### config.mk
export PLATFORM = sky130hd
export DESIGN_NAME = led_sb_multi_ctrl
export DESIGN_NICKNAME = d
export VERILOG_FILES = /design/src/rtl/led_sb_pkg.sv /design/src/rtl/led_pwm_gen.sv /design/src/rtl/led_sb_multi_ctrl.sv
export SDC_FILE = /design/constraint.sdc
export NUM_CORES = 1
export LEC_CHECK = 0
export CORE_MARGIN = 2
export CORE_UTILIZATION = 48
export DETAILED_ROUTE_END_ITERATION = 8
export PLACE_DENSITY = 0.77
export SLEW_MARGIN = 20
export SYNTH_ARGS = -nofsm -noshare
export SYNTH_HDL_FRONTEND = slang
export SYNTH_SLANG_ARGS = --single-unit
### constraint.sdc
create_clock -name clk_i -period 3.5 [get_ports clk_i]
set_input_delay 0.7 -clock clk_i [delete_from_list [all_inputs] [get_ports clk_i]]
set_output_delay 0.7 -clock clk_i [all_outputs]
set_load 0.02 [all_outputs]
### src/rtl/led_sb_pkg.sv
`default_nettype none
// ============================================================================
// Module   : led_sb_pkg
// Purpose  : Shared types and constants for the system-bus LED controller:
//            LED operating mode encoding, register byte addresses and the
//            PWM counter width.
// Revision : 1.0 - initial release
// ============================================================================
package led_sb_pkg;

    typedef enum logic [1:0] {
        STATIC = 2'd0,
        BLINK  = 2'd1,
        PWM    = 2'd2
    } led_mode_e;

    localparam logic [31:0] LED_VALUE_ADDR = 32'h0000_0000;
    localparam logic [31:0] LED_MODE_ADDR  = 32'h0000_0004;
    localparam logic [31:0] LED_BLINK_ADDR = 32'h0000_0008;
    localparam logic [31:0] LED_DUTY_ADDR  = 32'h0000_000C;
    localparam logic [31:0] LED_RST_ADDR   = 32'h0000_0024;

    localparam int unsigned PWM_W = 8;

endpackage
`default_nettype wire

### src/rtl/led_pwm_gen.sv
`default_nettype none
// ============================================================================
// Module   : led_pwm_gen
// Purpose  : Free-running PWM counter with duty compare. The counter is held
//            at zero while disabled or cleared, so a fresh enable always
//            starts in the on-portion of the cycle.
// Ports    : clk    - clock
//            rst_n  - asynchronous active-low reset
//            i_en   - counter runs while high
//            i_clr  - synchronous counter clear (highest priority)
//            i_duty - on-time in counter steps (0 = always off)
//            o_on   - high while counter < duty
// Revision : 1.0 - initial release
// ============================================================================
module led_pwm_gen
    import led_sb_pkg::*;
(
    input  logic             clk,
    input  logic             rst_n,
    input  logic             i_en,
    input  logic             i_clr,
    input  logic [PWM_W-1:0] i_duty,
    output logic             o_on
);

    logic [PWM_W-1:0] r_cnt;

    always_ff @(posedge clk or negedge rst_n) begin
        if (!rst_n) begin
            r_cnt <= '0;
        end else if (i_clr || !i_en) begin
            r_cnt <= '0;
        end else begin
            r_cnt <= r_cnt + 1'b1;   // natural wrap 255 -> 0
        end
    end

    assign o_on = (r_cnt < i_duty);

endmodule
`default_nettype wire

### src/rtl/led_sb_multi_ctrl.sv
`default_nettype none
// ============================================================================
// Module   : led_sb_multi_ctrl
// Purpose  : System-bus LED controller with STATIC, BLINK and optional PWM
//            modes. Registers: VALUE (0x00), MODE (0x04), BLINK_HALF (0x08),
//            PWM_DUTY (0x0C), SOFT_RST (0x24, write-only). Invalid writes are
//            dropped without side effects.
// Config   : define LED_SB_PWM_EN to build PWM mode, PWM_DUTY and the PWM
//            generator; otherwise MODE=2 is rejected and 0x0C reads as 0.
// Ports    : clk_i, rst_ni (async active-low), req_i, write_enable_i,
//            addr_i[31:0], write_data_i[31:0], read_data_o[31:0] (registered,
//            1-cycle latency), led_o[N_LEDS-1:0] (from registered state only).
// Revision : 1.0 - initial release
// ============================================================================
module led_sb_multi_ctrl
    import led_sb_pkg::*;
#(
    parameter int unsigned N_LEDS        = 16,
    parameter int unsigned CNT_W         = 32,
    parameter int unsigned BLINK_DEFAULT = 10000000
) (
    input  logic              clk_i,
    input  logic              rst_ni,
    input  logic              req_i,
    input  logic              write_enable_i,
    input  logic [31:0]       addr_i,
    input  logic [31:0]       write_data_i,
    output logic [31:0]       read_data_o,
    output logic [N_LEDS-1:0] led_o
);

    // Legal-value masks: a write is valid only if no bit above the field is set.
    localparam logic [31:0] c_value_mask =
        (N_LEDS >= 32) ? 32'hFFFF_FFFF : ((32'd1 << N_LEDS) - 32'd1);
    localparam logic [31:0] c_blink_mask =
        (CNT_W >= 32) ? 32'hFFFF_FFFF : ((32'd1 << CNT_W) - 32'd1);
    localparam logic [CNT_W-1:0] c_blink_rst = CNT_W'(BLINK_DEFAULT);

    logic [N_LEDS-1:0] r_value;
    led_mode_e         r_mode;
    logic [CNT_W-1:0]  r_blink_half;
    logic [CNT_W-1:0]  r_blink_cnt;
    logic              r_phase;
    logic [31:0]       r_read_data;

    logic              w_wr;
    logic              w_rd;
    logic              w_value_wr;
    logic              w_mode_wr;
    logic              w_blink_wr;
    logic              w_soft_rst;
    logic              w_cnt_clr;
    logic              w_pwm_on;
    logic [31:0]       w_rd_val;

    assign w_wr = req_i &  write_enable_i;
    assign w_rd = req_i & ~write_enable_i;

    assign w_value_wr = w_wr && (addr_i == LED_VALUE_ADDR)
                        && ((write_data_i & ~c_value_mask) == 32'd0);
`ifdef LED_SB_PWM_EN
    assign w_mode_wr  = w_wr && (addr_i == LED_MODE_ADDR) && (write_data_i <= 32'd2);
`else
    assign w_mode_wr  = w_wr && (addr_i == LED_MODE_ADDR) && (write_data_i <= 32'd1);
`endif
    assign w_blink_wr = w_wr && (addr_i == LED_BLINK_ADDR) && (write_data_i != 32'd0)
                        && ((write_data_i & ~c_blink_mask) == 32'd0);
    assign w_soft_rst = w_wr && (addr_i == LED_RST_ADDR) && (write_data_i == 32'd1);

    // Any mode or period change restarts both time bases in the on-phase.
    assign w_cnt_clr  = w_mode_wr | w_blink_wr | w_soft_rst;

`ifdef LED_SB_PWM_EN
    logic [PWM_W-1:0] r_duty;
    logic             w_duty_wr;

    assign w_duty_wr = w_wr && (addr_i == LED_DUTY_ADDR) && (write_data_i < 32'd256);

    always_ff @(posedge clk_i or negedge rst_ni) begin
        if (!rst_ni) begin
            r_duty <= '0;
        end else if (w_soft_rst) begin
            r_duty <= '0;
        end else if (w_duty_wr) begin
            r_duty <= write_data_i[PWM_W-1:0];
        end
    end

    led_pwm_gen u_pwm_gen (
        .clk    (clk_i),
        .rst_n  (rst_ni),
        .i_en   (r_mode == PWM),
        .i_clr  (w_cnt_clr),
        .i_duty (r_duty),
        .o_on   (w_pwm_on)
    );
`else
    assign w_pwm_on = 1'b0;
`endif

    always_comb begin
        w_rd_val = 32'd0;
        case (addr_i)
            LED_VALUE_ADDR: w_rd_val = 32'(r_value);
            LED_MODE_ADDR:  w_rd_val = 32'(r_mode);
            LED_BLINK_ADDR: w_rd_val = 32'(r_blink_half);
`ifdef LED_SB_PWM_EN
            LED_DUTY_ADDR:  w_rd_val = 32'(r_duty);
`endif
            default:        w_rd_val = 32'd0;
        endcase
    end

    // Register file and read data
    always_ff @(posedge clk_i or negedge rst_ni) begin
        if (!rst_ni) begin
            r_value      <= '0;
            r_mode       <= STATIC;
            r_blink_half <= c_blink_rst;
            r_read_data  <= '0;
        end else if (w_soft_rst) begin
            r_value      <= '0;
            r_mode       <= STATIC;
            r_blink_half <= c_blink_rst;
            r_read_data  <= '0;
        end else begin
            if (w_value_wr) r_value      <= N_LEDS'(write_data_i);
            if (w_mode_wr)  r_mode       <= led_mode_e'(write_data_i[1:0]);
            if (w_blink_wr) r_blink_half <= CNT_W'(write_data_i);
            if (w_rd)       r_read_data  <= w_rd_val;
        end
    end

    // Blink time base: counts 0..BLINK_HALF-1, toggling phase at each wrap.
    always_ff @(posedge clk_i or negedge rst_ni) begin
        if (!rst_ni) begin
            r_blink_cnt <= '0;
            r_phase     <= 1'b0;
        end else if (w_cnt_clr || (r_mode != BLINK)) begin
            r_blink_cnt <= '0;
            r_phase     <= 1'b0;
        end else if (r_blink_cnt == (r_blink_half - CNT_W'(1))) begin
            r_blink_cnt <= '0;
            r_phase     <= ~r_phase;
        end else begin
            r_blink_cnt <= r_blink_cnt + CNT_W'(1);
        end
    end

    always_comb begin
        led_o = '0;
        case (r_mode)
            STATIC:  led_o = r_value;
            BLINK:   led_o = r_phase  ? '0 : r_value;
            PWM:     led_o = w_pwm_on ? r_value : '0;
            default: led_o = '0;
        endcase
    end

    assign read_data_o = r_read_data;

endmodule
`default_nettype wire

# == Word-level counts from Yosys, hierarchy flattened ==
# Index checks and enable logic that the tools add are counted.
# op_classes
addsub,2
magnitude_cmp,1
n_eq_ne,7
n_mux,15
bitwise,6
reduce_logical,18
# ops
op,n
$mux 32,6
$pmux 32 s3,1
$logic_not 32->1,2
$mux 16,3
$add 32x1->32 const B,1
$eq 32x1->1 const B,1
$eq 32x3->1 const B,1
$eq 32x32->1,1
$eq 32x4->1 const B,1
$eq 32x6->1 const B,1
$le 32x1->1 const B,1
$pmux 16 s2,1
$reduce_bool 32->1,1
$sub 32x1->32 const B,1
$reduce_bool 2->1,5
$logic_and 1x1->1,8
$mux 2,2
$and 1x1->1,2
$eq 2x1->1 const B,1
$logic_not 2->1,1
$mux 1,2
$ne 2x1->1 const B,1
$not 1->1,2
$or 1x1->1,2
$logic_or 1x1->1,1
# word_totals
reg_bits,115
out_inout_bits,48
elab_cells,55

# == Depth between registers and ports, before layout ==
# Gate-level depths: netlist of the first run.
# depth
word_depth,7
ltp_mapped,12
depth_no_buf,9

# == Worst setup path before layout of the first run ==
# Ideal clock, no wire load.
# synth_timing
kind,register to register
from,register r_blink_half[0]
to,register r_phase
arrival_ns,3.451
required_ns,3.373
slack_ns,-0.078
path_stages_with_launch,12
n_path_buf,2
synth_period_minus_slack_ns,3.578
path_cell_list,dfrtp_1 -> inv_1 -> ha_1 -> or4b_1 -> buf_2 -> or4b_1 -> buf_2 -> or4_1 -> a22oi_1 -> nand4_1 -> nor4_4 -> mux2_1
# synth_between
elab_chain_len,3
# synth_lines
element,line,source
start: declaration,led_sb_multi_ctrl.sv:41,logic [CNT_W-1:0] r_blink_half;
start signal: assignment,led_sb_multi_ctrl.sv:119,r_blink_half <= c_blink_rst;
start signal: assignment,led_sb_multi_ctrl.sv:124,r_blink_half <= c_blink_rst;
start signal: assignment,led_sb_multi_ctrl.sv:129,if (w_blink_wr) r_blink_half <= CNT_W'(write_data_i);
$sub 32x1->32,led_sb_multi_ctrl.sv:142,end else if (r_blink_cnt == (r_blink_half - CNT_W'(1))) begin
$eq 32x32->1,led_sb_multi_ctrl.sv:142,
$reduce_bool 2->1 (no source line),n/a,
end signal: assignment,led_sb_multi_ctrl.sv:144,r_phase <= ~r_phase;
end: declaration,led_sb_multi_ctrl.sv:43,logic r_phase;
# No other way between the ends.
# A chain may end at the register's enable or synchronous reset.

# == Final worst setup path of the first run ==
# layout_timing
from,register r_blink_half[1]
to,register r_blink_cnt[24]
# layout_between
elab_chain_len,4
# layout_lines
element,line,source
$sub 32x1->32,led_sb_multi_ctrl.sv:142,
$eq 32x32->1,led_sb_multi_ctrl.sv:142,
$mux 32,led_sb_multi_ctrl.sv:142,
$mux 32,led_sb_multi_ctrl.sv:139,end else if (w_cnt_clr || (r_mode != BLINK)) begin
end signal: assignment,led_sb_multi_ctrl.sv:146,r_blink_cnt <= r_blink_cnt + CNT_W'(1);
end: declaration,led_sb_multi_ctrl.sv:42,logic [CNT_W-1:0] r_blink_cnt;
# No other way between the ends.

==> results.sh, run 1 <==
export IMPL_cp_max_fo=14
export IMPL_grt_pass1_wl_um=31300
export IMPL_synthToLayoutAreaGrowth_pct=35.5
export IMPL_fin_crit_ns=3.43
export IMPL_synth_async_reset_ratio_pct=100
export IMPL_setup_viol=0
export IMPL_synth_top_family_by_area="simple AND/OR/NAND/NOR gates"
export IMPL_critPathLaunchType="flop"
export IMPL_post_drt_via_cell_ratio=5.86
export IMPL_ant_nets=0
export IMPL_seq_area_um2=2890
export IMPL_cp_data_required_time_ns=3.77
export IMPL_path_class="flop to flop"
export IMPL_die_area_um2=14300
export IMPL_worstSkewPairLatency_ns=0.42
export IMPL_grt_total_usage_pct=27.7
export IMPL_multiInputGateArea_um2=3400
export IMPL_cts_made_buffers=17
export IMPL_place_congestion=0.948
export IMPL_cts_tree="built"
export IMPL_numPortBuffers=115
export IMPL_relSlewSlack_pct=42.7
export IMPL_first_iter_violations=548
export IMPL_netSwitchingPower_mw=0.650
export IMPL_cp_end_kind="flop"
export IMPL_post_route_util_pct=66.3
export IMPL_post_route_period_util_pct=98.0
export IMPL_power_frac_seq_pct=41.9
export IMPL_dr_total_vias=6059
export IMPL_fin_worst_skew_ns=0.0137
export IMPL_synth_compound_area_share_pct=14.4
export IMPL_syn_nets=778
export IMPL_clock_root_buffer="clkbuf_16"
export IMPL_p_clk_share_pct=53.8
export IMPL_clockBufferDepth=2
export IMPL_wirelength_um=19400
export IMPL_finalPower_mw=3.18
export IMPL_crit_arrival_ns=3.70
export IMPL_finalHoldViolations=0
export IMPL_crit_slowest_cell="or4b_4"
export IMPL_p_leak_nw=3.56
export IMPL_netlist_area_um2=6420
export IMPL_power_density_nw_per_um2=365
export IMPL_peakVddDrop_v=0.000332
export IMPL_met1Wirelength_um=8160
export IMPL_dr_pass1_iters=7
export IMPL_synth_simple_area_share_pct=26.7
export IMPL_grt_overflow=0
export IMPL_routed_wl_met3_um=982
export IMPL_drc=0
export IMPL_report_final_slew_viol_count=0
export IMPL_r2r_start="r_blink_half[1]$_DFFE_PN0P_"
export IMPL_final_nets=915
export IMPL_grt_pass1_vias=6122
export IMPL_synth_xor_area_share_pct=8.86
export IMPL_die_w_um=120
export IMPL_synth_seq_cells=115
export IMPL_swShare_pct=20.4
export IMPL_io_pins=116
export IMPL_max_stage_delay_ns=0.58
export IMPL_cts_sinks=115
export IMPL_worst_slew_pin_transition_ns=0.851
export IMPL_synth_edf_count=0
export IMPL_max_freq_ghz=0.291
export IMPL_worstPathCellList="inv_2 > ha_4 > or4b_4 > or4b_4 > or4_4 > a22oi_2 > nand4_1 > nor4_4 > buf_6 > buf_12 > nor3_1"
export IMPL_crit_path_frequent_cell="or4b_4"
export IMPL_comb_power_share_pct=4.3
export IMPL_syn_avg_cell_area_um2=9.07
export IMPL_wl_met2_um=9600
export IMPL_postSynthCellCount=708
export IMPL_core_um2=13100
export IMPL_initial_core_util_pct=48.9
export IMPL_antenna_found_initial=0
export IMPL_cts_clk_slew_worst_paths_ns=0.05
export IMPL_path_delay_family="simple AND/OR/NAND/NOR gates"
export IMPL_worst_path_buf_inv=3
export IMPL_drv_cap=0
export IMPL_grt_max_degree=68
export IMPL_ys_warn_count=0
export IMPL_synth_main_ff_cell="dfrtp_1"
export IMPL_outcome="finished, final reports clean"
export IMPL_muxShareOfSynthArea_pct=1.13
export IMPL_num_antenna_cells=0
export IMPL_highest_layer="met4"
export IMPL_die_h_um=120
export IMPL_crit_path_start="r_blink_half[1]$_DFFE_PN0P_"
export IMPL_seq_area_frac_synth_pct=44.9
export IMPL_p_int_mw=2.53
export IMPL_ys_types=58
export IMPL_cts_max_level=4
export IMPL_hpwlAfterDp_um=14200
export IMPL_num_rows=42
export IMPL_fillers=1055
export IMPL_synthAdderAreaFrac_pct=0.389
export IMPL_hold_path_class="input pin to async pin"
export IMPL_drive_gt1_share_pct=12.9
export IMPL_routedWlPerCell_um=18.7
## cell usage in the layout (no fill, tap or decap), types with 7 or more instances in the layout
cell | Yosys | routed
dfrtp_1 | 107 | 107
nor4_1 | 27 | 27
or3_1 | 10 | 10
and3_1 | 9 | 9
a22oi_1 | 15 | 14
nand3_1 | 17 | 17
xor2_1 | 30 | 30
nor3_1 | 47 | 46
inv_1 | 11 | 10
nand4_1 | 16 | 16
a22o_1 | 17 | 17
o21ai_0 | 46 | 46
dfstp_2 | 8 | 8
nor2_1 | 27 | 26
xnor2_1 | 35 | 35
clkdlybuf4s50_1 | 0 | 114
clkbuf_16 | 0 | 18
buf_4 | 3 | 45
or4_1 | 9 | 7
nand2_1 | 112 | 112
o2bb2ai_1 | 16 | 16
clkinv_2 | 0 | 8
and2_1 | 19 | 19
## final cells by class
class | count | area share [%]
Multi-Input combinational cell | 536 | 39.0
Sequential cell | 115 | 33.2
Timing Repair Buffer | 164 | 18.1
Clock buffer | 20 | 5.13
Tap cell | 176 | 2.53
Clock inverter | 12 | 1.58
Inverter | 11 | 0.474
## worst register-to-register path: stages (launching register included)
cell,delay [ns]
dfrtp_1,0.38
inv_2,0.09
ha_4,0.14
or4b_4,0.46
or4b_4,0.58
or4_4,0.50
a22oi_2,0.20
nand4_1,0.17
nor4_4,0.37
buf_6,0.19
buf_12,0.14
nor3_1,0.06
## final timing paths
| path | end | slack [ns] | cells after the start |
|---|---|---|---|
| min in group clk_i | read_data_o[4]$_DFFE_PN0P_ | 0.49 | 1 |
| max in group asynchronous | r_blink_half[10]$_DFFE_PN1P_ | 2.37 | 2 |
| worst max-delay path | r_blink_cnt[24]$_DFF_PN0_ | 0.07 | 11 |
| worst min-delay path | r_blink_cnt[29]$_DFF_PN0_ | 0.31 | 1 |
| worst max register to register | r_blink_cnt[24]$_DFF_PN0_ | 0.07 | 11 |
| worst min register to register | read_data_o[4]$_DFFE_PN0P_ | 0.49 | 1 |
## cell usage after synthesis, drive strengths merged, types with 6 or more instances
master | instances | area [um2]
and3 | 9 | 56.3
nand4 | 16 | 100
clkbuf | 38 | 143
nand2 | 112 | 420
a21oi | 6 | 30.0
o21ai | 46 | 230
dfstp | 8 | 210
nand3 | 17 | 85.1
xnor2 | 35 | 307
nor3 | 47 | 235
xor2 | 30 | 263
a22o | 17 | 149
dfrtp | 107 | 2680
nor2 | 27 | 101
nor4 | 29 | 203
buf | 8 | 45.0
inv | 11 | 41.3
o2bb2ai | 16 | 140
or3 | 10 | 62.6
or4 | 9 | 67.6
nor3b | 8 | 60.1
and2 | 19 | 119
a22oi | 15 | 113
## power by group through the flow
stage	clock network [mW]	logic (mW)	registers (mW)
floorplan	0	0.0136	1.35
global placement	0	0.136	1.35
detailed placement	0	0.138	1.35
CTS	1.74	0.138	1.33
global route	1.80	0.148	1.33
finish	1.71	0.137	1.33
## state kept, by name (all words and copies together) (netlist names)
| name | flops |
|---|---|
| r_phase | 1 |
| r_mode | 2 |
| r_blink_cnt | 32 |
| read_data_o | 32 |
| r_value | 16 |
| r_blink_half | 32 |
## logic make-up (layout without fill, tap and decap cells)
kind of cell	after synthesis	count (layout)
AOI/OAI and AO/OA	133	133
DFF	115	115
adders and majority gates	2	2
and+or+nand+nor	329	329
muxes	7	7
buffers and inverters	57	207
xor gates and xnor gates	65	65
## repair_timing
action	CTS	global route
endpoints found under the setup margin	30	31
resized for setup	2	6
buffers inserted	1	0
pin swaps	1	6
hold buffers	0	0
gates cloned	0	1
endpoints found under the hold margin	0	0
## layer usage
metal | track usage (%) | up-vias
met2 | 46.4 | 233
li1 | - | 2834
met5 | 0 | -
met1 | 34.7 | 2950
met4 | 12.3 | 0
met3 | 5.42 | 42
## per-stage QoR
step                instance area (um2)  std cells  setup TNS (ns)  setup WS [ns]  hold WS, ns
global placement                   8050       1000               0         0.0516        0.478
floorplan                          6460        708               0        0.00680        0.404
finish                             8710       1034               0         0.0691        0.313
detailed placement                 8050       1000           -1.23        -0.0522        0.477
CTS                                8640       1033               0        0.00960        0.320
global route                       8710       1034          -0.901        -0.0478        0.348
Note: power is estimated with default switching activity, not from simulation.
==> run 2, diff against run 1 <==
--- a/config.mk
+++ b/config.mk
@@ -6,9 +6,9 @@
 export NUM_CORES = 1
 export LEC_CHECK = 0
 export CORE_MARGIN = 2
-export CORE_UTILIZATION = 48
+export CORE_UTILIZATION = 40
 export DETAILED_ROUTE_END_ITERATION = 8
-export PLACE_DENSITY = 0.77
+export DONT_BUFFER_PORTS = 1
 export SLEW_MARGIN = 20
 export SYNTH_ARGS = -nofsm -noshare
 export SYNTH_HDL_FRONTEND = slang
==> results.sh, run 2 (synthesis gave the netlist of run 1 again) <==
export IMPL_worstSkewPairLatency_ns=0.41
export IMPL_final_nets=795
export IMPL_relSlewSlack_pct=43.2
export IMPL_cts_tree="built"
export IMPL_cp_end_kind="flop"
export IMPL_num_rows=46
export IMPL_peakVddDrop_v=0.000301
export IMPL_use_met2_pct=39.1
export IMPL_fin_cells=954
export IMPL_hpwlAfterDp_um=13300
export IMPL_worst_slew_pin_transition_ns=0.844
export IMPL_cp_data_required_time_ns=3.80
export IMPL_placed_area_um2=6830
export IMPL_dp_cells=914
export IMPL_grt_util_met3_pct=6.39
export IMPL_rsz0062_at_grt="yes"
export IMPL_die_h_um=131
export IMPL_fin_crit_ns=3.56
export IMPL_cts_sinks=115
export IMPL_grt_total_usage_pct=22.5
export IMPL_seq_area_um2=2890
export IMPL_drive_gt1_share_pct=16.1
export IMPL_crit_arrival_ns=3.85
export IMPL_layout_commonest_cell="nand2_1"
export IMPL_power_density_nw_per_um2=425
export IMPL_grt_pass1_wl_um=29600
export IMPL_antenna_found_initial=0
export IMPL_p_leak_nw=3.16
export IMPL_drc=0
export IMPL_drv_cap=0
export IMPL_grt_max_degree=108
export IMPL_die_w_um=131
export IMPL_setup_ws_ns=-0.0553
export IMPL_wirelength_um=19200
export IMPL_core_um2=15800
export IMPL_io_pins=116
export IMPL_cp_max_fo=8
export IMPL_hold_path_class="input pin to async pin"
export IMPL_cts_clk_slew_worst_paths_ns=0.05
export IMPL_cts_max_level=4
export IMPL_path_class="flop to flop"
export IMPL_num_antenna_cells=0
export IMPL_grt_pass1_vias=5666
export IMPL_multiInputGateArea_um2=3500
export IMPL_place_congestion=0.928
export IMPL_outcome="finished, violations left"
export IMPL_layout_common_cells="nand2_1, dfrtp_1, o21ai_0"
export IMPL_critPathLaunchType="flop"
export IMPL_ant_nets=0
export IMPL_post_route_period_util_pct=102
export IMPL_clock_root_buffer="clkbuf_16"
export IMPL_finalHoldViolations=0
export IMPL_violations="setup timing"
export IMPL_die_area_um2=17100
export IMPL_clockBufferDepth=2
export IMPL_setup_viol=1
export IMPL_numPortBuffers=0
export IMPL_cts_made_buffers=17
export IMPL_grt_busiest_layer="met2"
export IMPL_synthToLayoutAreaGrowth_pct=20.7
export IMPL_dr_total_vias=5601
export IMPL_report_final_slew_viol_count=0
export IMPL_final_area_um2=7750
export IMPL_dr_pass1_iters=5
export IMPL_initial_core_util_pct=40.7
export IMPL_grt_overflow=0
export IMPL_fillers=1492
export IMPL_routedWlPerCell_um=20.1
export IMPL_max_freq_ghz=0.281
export IMPL_fin_worst_skew_ns=0.00648
export IMPL_first_iter_violations=352
export IMPL_post_drt_via_cell_ratio=5.87
export IMPL_use_met1_pct=27.4
## run 2: cell types whose count changed in the layout (fill, tap and decap cells not counted), sizes merged
cell | before | now
clkinvlp | 1 | 0
bufinv | 3 | 5
buf | 49 | 42
clkbuf | 21 | 24
inv | 11 | 12
clkinv | 8 | 4
clkdlybuf4s50 | 114 | 0
## run 2: path summary, 6_finish.rpt
path | slack (ns) | end | from | cells past startpoint
min in group clk_i | 0.36 | r_blink_half[9]$_DFFE_PN1P_ | write_data_i[9] | 2
max in group asynchronous | 2.80 | r_blink_cnt[10]$_DFF_PN0_ | rst_ni | 1
worst max-delay path | -0.06 | r_phase$_DFFE_PN0P_ | r_blink_half[0]$_DFFE_PN0P_ | 11
worst min register to register | 0.55 | r_value[4]$_DFFE_PN0P_ | r_value[4]$_DFFE_PN0P_ | 2
worst max register to register | -0.06 | r_phase$_DFFE_PN0P_ | r_blink_half[0]$_DFFE_PN0P_ | 11
worst min-delay path | 0.13 | r_blink_half[12]$_DFFE_PN1P_ | rst_ni | 0
## run 2: cell type report
cell class,count,share of cell area [%]
Sequential cell,115,37.2
Timing Repair Buffer,44,5.31
Multi-Input combinational cell,536,45.1
Clock inverter,10,2.31
Inverter,11,0.533
Tap cell,216,3.49
Clock buffer,22,5.99
## run 2: power breakdown
part | switching, mW | internal, mW
combinational | 0.0353 | 0.0107
clock | 0.619 | 1.30
sequential | 0.00000000278 | 1.33
total | 0.654 | 2.64
## run 2: timing repair
item,in CTS,in global routing
hold buffers,1,0
setup buffers,0,4
pin swaps,1,17
gates cloned,0,3
endpoints found under the hold margin,107,0
gates resized for setup,3,33
endpoints found under the setup margin,28,33
## run 2: stage by stage
stage	setup TNS (ns)	utilization, %	hold WS, ns	setup slack (ns)	power [mW]
2_1_floorplan	0	-	0.404	0.00680	1.37
3_3_place_gp	0	43.3	0.411	0.0307	1.37
3_5_place_dp	-0.820	43.3	0.411	-0.0551	1.37
4_1_cts	0	47.7	0.115	0.0308	3.32
5_1_grt	-0.955	49.2	0.105	-0.132	3.39
6_report	-0.0553	49.2	0.131	-0.0553	3.29
## run 2: per-layer routing
| metal | wire length (um) | vias up | part of all wire, % |
|---|---|---|---|
| li1 | - | 2594 | - |
| met1 | 7900 | 2808 | 41 |
| met2 | 9880 | 173 | 52 |
| met3 | 1110 | 26 | 5.8 |
| met4 | 284 | 0 | 1.5 |
| met5 | 0 | - | 0 |
## run 2: critical path, stage by stage, from the launching register on
cell,delay (ns)
dfrtp_1,0.40
inv_2,0.08
ha_4,0.12
or4b_4,0.47
or4b_4,0.60
buf_8,0.17
a21oi_2,0.10
o22ai_1,0.09
or4_4,0.55
nor4_4,0.34
buf_4,0.21
mux2_4,0.30
